**config.mk**
```make
export PLATFORM = sky130hd
export DESIGN_NAME = sipo_frame_rx_flat
export DESIGN_NICKNAME = d
export VERILOG_FILES = /design/src/rtl/sipo_frame_rx_if.sv /design/src/rtl/sipo_frame_rx.sv /design/src/flat_wrapper.sv
export SDC_FILE = /design/constraint.sdc
export NUM_CORES = 1
export LEC_CHECK = 0
export BUFFER_PORTS_ARGS = -buffer_cell sky130_fd_sc_hd__buf_2
export CAP_MARGIN = 30
export CORE_MARGIN = 2
export CORE_UTILIZATION = 50
export DETAILED_ROUTE_END_ITERATION = 16
export PLACE_DENSITY = 0.72
export SYNTH_ARGS = -nofsm -noshare
export SYNTH_HDL_FRONTEND = slang
export SYNTH_SLANG_ARGS = --single-unit
```
**constraint.sdc**
```tcl
create_clock -name clk -period 2.9 [get_ports clk]
set_input_delay 0.435 -clock clk [delete_from_list [all_inputs] [get_ports clk]]
set_output_delay 0.435 -clock clk [all_outputs]
set_load 0.02 [all_outputs]
```
**src/rtl/sipo_frame_rx_if.sv**
```systemverilog
// Receiver-side bus for sipo_frame_rx: serial input controls plus the
// one-entry output buffer handshake and status flags.
interface sipo_frame_rx_if #(
    parameter int NUM_BITS = 8
);
    logic                serial_in;
    logic                bit_en;
    logic                start;
    logic                dir;
    logic                out_ready;
    logic                clr_err;
    logic [NUM_BITS-1:0] data_out;
    logic                data_valid;
    logic                busy;
    logic                overrun;
    logic                frame_err;

    // Producer/consumer side: drives the serial line and the ready/clear controls.
    modport master (
        output serial_in, bit_en, start, dir, out_ready, clr_err,
        input  data_out, data_valid, busy, overrun, frame_err
    );

    // Receiver side.
    modport slave (
        input  serial_in, bit_en, start, dir, out_ready, clr_err,
        output data_out, data_valid, busy, overrun, frame_err
    );
endinterface

```
**src/rtl/sipo_frame_rx.sv**
```systemverilog
// Serial-in/parallel-out frame receiver. Collects NUM_BITS strobed bits
// (LSB- or MSB-first, order latched at start) into a word, hands it out
// through a one-entry valid/ready buffer, and flags overrun and
// inter-bit timeout as sticky errors.
module sipo_frame_rx #(
    parameter int NUM_BITS = 8,
    parameter int TIMEOUT  = 16
) (
    input  logic            clk,
    input  logic            reset,
    sipo_frame_rx_if.slave  bus
);
    localparam int CW = (NUM_BITS > 2) ? $clog2(NUM_BITS) : 1;
    localparam int TW = (TIMEOUT > 0) ? $clog2(TIMEOUT + 1) : 1;
    localparam logic [CW-1:0] LAST_BIT = CW'(NUM_BITS - 1);
    // Timeout fires on the edge where idle_cnt would reach TIMEOUT.
    localparam logic [TW-1:0] TMO_LAST = TW'((TIMEOUT > 0) ? TIMEOUT - 1 : 0);

    typedef enum logic {IDLE, SHIFT} state_t;

    state_t              state_q, state_d;
    logic [NUM_BITS-1:0] sh_q, sh_next, data_q;
    logic [CW-1:0]       bit_cnt_q;
    logic [TW-1:0]       idle_cnt_q;
    logic                dir_q, valid_q, ovr_q, ferr_q;
    logic                start_ok, done, tmo, buf_free;

    // Shift register value after sampling serial_in, in the latched bit order.
    always_comb begin
        sh_next = sh_q;
        if (dir_q) sh_next = {sh_q[NUM_BITS-2:0], bus.serial_in};
        else       sh_next = {bus.serial_in, sh_q[NUM_BITS-1:1]};
    end

    // Next-state decode: frame start, completion on the last strobe, timeout abort.
    always_comb begin
        state_d  = state_q;
        start_ok = 1'b0;
        done     = 1'b0;
        tmo      = 1'b0;
        case (state_q)
            IDLE: begin
                if (bus.start) begin
                    start_ok = 1'b1;
                    state_d  = SHIFT;
                end
            end
            SHIFT: begin
                if (bus.bit_en) begin
                    if (bit_cnt_q == LAST_BIT) begin
                        done    = 1'b1;
                        state_d = IDLE;
                    end
                end else if (TIMEOUT != 0 && idle_cnt_q == TMO_LAST) begin
                    tmo     = 1'b1;
                    state_d = IDLE;
                end
            end
            default: state_d = IDLE;
        endcase
    end

    // State register.
    always_ff @(posedge clk or posedge reset) begin
        if (reset) state_q <= IDLE;
        else       state_q <= state_d;
    end

    // Shift datapath, bit counter, inter-bit idle counter and latched direction.
    always_ff @(posedge clk or posedge reset) begin
        if (reset) begin
            sh_q       <= '0;
            bit_cnt_q  <= '0;
            idle_cnt_q <= '0;
            dir_q      <= 1'b0;
        end else if (start_ok) begin
            bit_cnt_q  <= '0;
            idle_cnt_q <= '0;
            dir_q      <= bus.dir;
        end else if (state_q == SHIFT) begin
            if (bus.bit_en) begin
                sh_q       <= sh_next;
                bit_cnt_q  <= done ? '0 : bit_cnt_q + 1'b1;
                idle_cnt_q <= '0;
            end else begin
                idle_cnt_q <= idle_cnt_q + 1'b1;
            end
        end
    end

    // A completing word may reuse the slot in the same cycle it is drained.
    assign buf_free = !valid_q || bus.out_ready;

    // Output buffer and sticky errors; a new event wins over a same-edge clear.
    always_ff @(posedge clk or posedge reset) begin
        if (reset) begin
            data_q  <= '0;
            valid_q <= 1'b0;
            ovr_q   <= 1'b0;
            ferr_q  <= 1'b0;
        end else begin
            if (done && buf_free) begin
                data_q  <= sh_next;
                valid_q <= 1'b1;
            end else if (valid_q && bus.out_ready) begin
                valid_q <= 1'b0;
            end
            ovr_q  <= (ovr_q  & ~bus.clr_err) | (done & ~buf_free);
            ferr_q <= (ferr_q & ~bus.clr_err) | tmo;
        end
    end

    assign bus.data_out   = data_q;
    assign bus.data_valid = valid_q;
    assign bus.busy       = (state_q == SHIFT);
    assign bus.overrun    = ovr_q;
    assign bus.frame_err  = ferr_q;
endmodule
```
**src/flat_wrapper.sv**
```systemverilog
// flat-port wrapper written by rule: the top's interface ports become plain ports
module sipo_frame_rx_flat 
#(
    parameter int NUM_BITS = 8,
    parameter int TIMEOUT  = 16
)
  (clk, reset, bus_serial_in, bus_bit_en, bus_start, bus_dir, bus_out_ready, bus_clr_err, bus_data_out, bus_data_valid, bus_busy, bus_overrun, bus_frame_err);
  sipo_frame_rx_if #(.NUM_BITS(NUM_BITS)) bus_i ();
  input  logic clk;
  input  logic reset;
  input wire logic [$bits(bus_i.serial_in)-1:0] bus_serial_in;
  input wire logic [$bits(bus_i.bit_en)-1:0] bus_bit_en;
  input wire logic [$bits(bus_i.start)-1:0] bus_start;
  input wire logic [$bits(bus_i.dir)-1:0] bus_dir;
  input wire logic [$bits(bus_i.out_ready)-1:0] bus_out_ready;
  input wire logic [$bits(bus_i.clr_err)-1:0] bus_clr_err;
  output wire logic [$bits(bus_i.data_out)-1:0] bus_data_out;
  output wire logic [$bits(bus_i.data_valid)-1:0] bus_data_valid;
  output wire logic [$bits(bus_i.busy)-1:0] bus_busy;
  output wire logic [$bits(bus_i.overrun)-1:0] bus_overrun;
  output wire logic [$bits(bus_i.frame_err)-1:0] bus_frame_err;
  assign bus_i.serial_in = bus_serial_in;
  assign bus_i.bit_en = bus_bit_en;
  assign bus_i.start = bus_start;
  assign bus_i.dir = bus_dir;
  assign bus_i.out_ready = bus_out_ready;
  assign bus_i.clr_err = bus_clr_err;
  assign bus_data_out = bus_i.data_out;
  assign bus_data_valid = bus_i.data_valid;
  assign bus_busy = bus_i.busy;
  assign bus_overrun = bus_i.overrun;
  assign bus_frame_err = bus_i.frame_err;
  sipo_frame_rx #(.NUM_BITS(NUM_BITS), .TIMEOUT(TIMEOUT)) u_core (.clk(clk), .reset(reset), .bus(bus_i));
endmodule
```
# --- Word-level counts from Yosys, hierarchy flattened ---
# Index checks and enable logic that the tools add are counted.
classes:
  n_bitwise: 9
  addsub: 2
  reduce_logical: 9
  eq_ne: 2
  muxes: 22
ops:
  columns: ["op", "n"]
  rows:
  - ["two-way mux 5 bit", 3]
  - ["two-way mux 1 bit", 13]
  - ["two-way mux 3 bit", 4]
  - ["two-way mux 8 bit", 1]
  - ["nonzero test 2 bit", 3]
  - ["adder 5 x 1 -> 5 bit, second input constant", 1]
  - ["== test 5 x 4 -> 1 bit, second input constant", 1]
  - ["NOT 1 bit", 4]
  - ["adder 3 x 1 -> 3 bit, second input constant", 1]
  - ["bitwise AND 1 bit", 3]
  - ["== test 3 bit, second input constant", 1]
  - ["AND reduction 3 bit", 1]
  - ["logical AND 1 bit", 2]
  - ["bitwise OR 1 bit", 2]
  - ["case mux 1 bit (2 select lines)", 1]
  - ["AND reduction 2 bit", 1]
  - ["logical NOT 1 bit", 1]
  - ["logical OR 1 bit", 1]
totals:
  wordCells: 53
  inputBits: 8
  reg_bits: 29
  output_inout_bits: 12

# --- Logic depth before layout (Yosys ltp) ---
logic_depth:
  word_depth: 8
  ltp_mapped: 6

# --- Worst setup path after synthesis ---
# OpenSTA, ideal clock, no wires.
synth_path:
  kind: "flip-flop to flip-flop"
  start: "reg u_core.state_q, in the netlist u_core.bus.busy"
  end: "reg u_core.data_q[6], in the netlist u_core.bus.data_out[6]"
  period_less_slack_ns: 1.560
  slack_ns: 1.340
  arrival_time_ns: 1.435
  path_stages_with_launch: 7
  path_buffers: 3
  cell_sequence: "dfrtp_1 > buf_6 > and2_4 > buf_6 > and3_4 > buf_6 > mux2_4"
synth_between:
  elab_chain_len: 2
synth_lines:
  columns: ["item", "line_no", "rtl"]
  rows:
  - ["start: declaration", "sipo_frame_rx.sv:21", "state_t state_q, state_d;"]
  - ["start signal: assignment", "sipo_frame_rx.sv:66", "else state_q <= state_d;"]
  - ["two-way mux 1 bit", "sipo_frame_rx.sv:41", "case (state_q)"]
  - ["logical AND 1 bit", "sipo_frame_rx.sv:102", "if (done && buf_free) begin"]
  - ["end signal: assignment", "sipo_frame_rx.sv:103", "data_q <= sh_next;"]
  - ["end: declaration", "sipo_frame_rx.sv:22", "logic [NUM_BITS-1:0] sh_q, sh_next, data_q;"]
# Every way passes these cells.
# A chain may end at the register's enable or synchronous reset.

# --- Worst setup path after layout ---
layout_path:
  start: "reg u_core.state_q, in the netlist u_core.bus.busy"
  end: "reg u_core.data_q[7], in the netlist u_core.bus.data_out[7]"
# Same word-level chain as after synthesis.

==> flow_metrics.tcl <==
set metrics [dict create \
    p_total_uw 1170 \
    vias_per_cell 5.42 \
    io_pins 20 \
    yosysTopAreaCell "dfrtp_1" \
    yosysTopAreaCellShare 0.538 \
    ys.flop_type "dfrtp_1" \
    fin_crit_ns 1.61 \
    netlist_area_mm2 0.00135 \
    synth_edf_count 0 \
    rsz0062_at_grt "no" \
    fin_setup_tns_ns 0 \
    synth_cell_types 24 \
    cap_violations 0 \
    routed_wl_um 2380 \
    pwr-share-comb 0.260 \
    synthToLayoutAreaGrowth_pct 12.3 \
    ff2ff_path_depth 3 \
    p_leak_uw 0.000740 \
    fp.coreArea_mm2 0.00252 \
    fmax_mhz 622 \
    async_reset_ff_frac 1.00 \
    max_slew_margin 0.673 \
    crit_family "simple AND/OR/NAND/NOR gates" \
    yosysSeqAreaShare 0.538 \
    yosysWarnings 0 \
    grt-ovfl-total 0 \
    fill_cells 230 \
    final_nets 151 \
    cpMaxStageDelayCell "dfrtp_1" \
    clock_latency_ns 0.32 \
    switching_power_uw 374 \
    start_util 0.535 \
    dp_hpwl_um 1790 \
    layout-drive-gt1-share 0.271 \
    slowest_delay_ns 0.55 \
    power.density_mw_per_mm2 769 \
    pwr-share-clk 0.235 \
    synth_common_cells "dfrtp_1 (29), inv_1 (12), mux2i_1 (12), nor2_1 (10), a21oi_1 (7)" \
    grt_usage 0.179 \
    cts_resized 0 \
    die_y_um 55.9 \
    intPower_uw 792 \
    drc 0 \
    die_w_um 55.9 \
    antenna_found_initial 0 \
    hold_ws_ns 0.113 \
    critical_path_class "register to register" \
    path_cells "and2_4 -> and3_4 -> mux2_4" \
    reg2reg_slack_ns 1.29 \
    first_global_vias 924 \
    end_kind "register" \
    num_rows 18 \
    cp-startpoint "u_core.bus.busy" \
    r2r-start "u_core.bus.busy" \
    cts.sinks 29 \
    antenna_left 0 \
    first_iter_violations 13 \
    cts_buffers 5 \
    drt-wirelength-per-cell_um 14.0 \
    cts-root-buf "clkbuf_4" \
    setup_viol 0 \
    worstMarginPinSlew_ns 0.490 \
    r2r_end "u_core.bus.data_out[7]" \
    cts_buffer_depth 2 \
    slew_viol_final 0 \
    gp_congestion 0.747 \
    path_buf_inv 0 \
    antennaDiodeCount 0 \
    dieArea_mm2 0.00313 \
    portBuffers 19 \
    cp.arrival_ns 1.83 \
    finalHoldViolCount 0 \
    synth_most_common_cell "dfrtp_1" \
    crit_required_ns 3.12 \
    cts_hold_buf 0 \
    p_seq_frac 0.506 \
    clk_pin_slew_ns 0.09 \
    status "complete, no violations" \
    ys_ff_latch 29 \
    grt_max_degree 18 \
    cts_setup_buffers 0 \
    fin_crit_sh 0.554 \
    vias 921 \
    synth.top_cells.by_area "dfrtp_1 (54%), mux2i_1 (8.9%), mux2_2 (5.0%), ha_1 (3.7%), inv_1 (3.3%)" \
    cts_tree "yes" \
    vdd_ir_drop_max_uv 544 \
    grt_pass1_wl_um 4240 \
    synthCells 117 \
    clock_skew_ns 0.00718 \
    cts_max_level 2 \
    first_pass_iters 4 \
    syn_avg_cell_area_um2 11.5 \
    switching_share 0.321 \
    cp-start-kind "register" \
    crit_fanout 17 \
    syn_nets 129 \
    hp-class "input port to asynchronous set/reset pin" \
]
## state kept, by name, indices dropped and copies added, names as in the netlist
name                   flops
u_core.bit_cnt_q           3
u_core.bus.busy            1
u_core.bus.data_out        8
u_core.bus.data_valid      1
u_core.bus.frame_err       1
u_core.bus.overrun         1
u_core.dir_q               1
u_core.idle_cnt_q          5
u_core.sh_q                8
## cell families after synthesis
group,synth area share
DFF,0.538
and+or+nand+nor,0.103
muxes,0.161
AOI/OAI and AO/OA,0.0881
buffers and inverters,0.0659
adders and majority gates,0.0371
xor gates and xnor gates,0.00649
## cell usage in the layout (no fill, tap or decap), types with 2 or more instances in the layout
cell type / Yosys / layout
nor2_1: 10 / 10
clkbuf_4: 0 / 5
nand2_1: 5 / 5
ha_1: 4 / 4
mux2i_1: 12 / 12
mux2_4: 2 / 2
a22o_1: 5 / 5
mux2_2: 6 / 6
buf_2: 2 / 19
a21oi_1: 7 / 7
inv_1: 12 / 12
nand2b_1: 3 / 3
dfrtp_1: 29 / 29
nor2b_1: 3 / 3
clkbuf_8: 0 / 2
o21ai_0: 5 / 5
## how the worst max path moves through the flow
stage / to / slack, ns / depth (start not counted)
3_3_place_gp: u_core.bus.data_out[7] / 1.33 / 4
3_5_place_dp: u_core.bus.data_out[7] / 1.30 / 4
4_1_cts: u_core.bus.data_out[7] / 1.29 / 3
5_1_grt: u_core.bus.data_out[7] / 1.21 / 3
6_report: u_core.bus.data_out[7] / 1.29 / 3
2_1_floorplan: u_core.bus.data_out[6] / 1.34 / 6
## metrics by stage
| step | instance area, µm² | std cells | worst slack, ns | utilization |
|---|---|---|---|---|
| 4_1_cts | 1520 | 170 | 1.29 | 0.601 |
| 6_report | 1520 | 170 | 1.29 | 0.601 |
| 3_3_place_gp | 1450 | 162 | 1.33 | 0.573 |
| 3_5_place_dp | 1450 | 162 | 1.30 | 0.573 |
| 2_1_floorplan | 1350 | 117 | 1.34 | - |
| 5_1_grt | 1520 | 170 | 1.21 | 0.601 |
## power by group through the flow
stage | clock, µW | combinational [µW] | sequential (µW)
global route | 302 | 337 | 604
finish | 273 | 303 | 589
global placement | 0 | 291 | 590
detailed placement | 0 | 307 | 595
floorplan | 0 | 254 | 573
CTS | 283 | 308 | 588
## layout make-up
type	instances	area (µm²)	area share
inverter	12	45.0	0.0297
tap	30	37.5	0.0248
sequential	29	726	0.479
clock inverter	1	5.00	0.00330
clock buffer	7	65.1	0.0429
multi-input combinational	71	534	0.353
timing repair buffer	20	103	0.0677
## layer usage
| layer | vias to the layer above | wire, µm | track usage |
|---|---|---|---|
| li1 | 447 | - | - |
| met1 | 441 | 1090 | 0.237 |
| met2 | 28 | 1120 | 0.267 |
| met3 | 5 | 122 | 0.0512 |
| met4 | 0 | 51 | 0.0918 |
| met5 | - | 0 | 0 |
No activity file was read; power rests on OpenSTA's default activity.
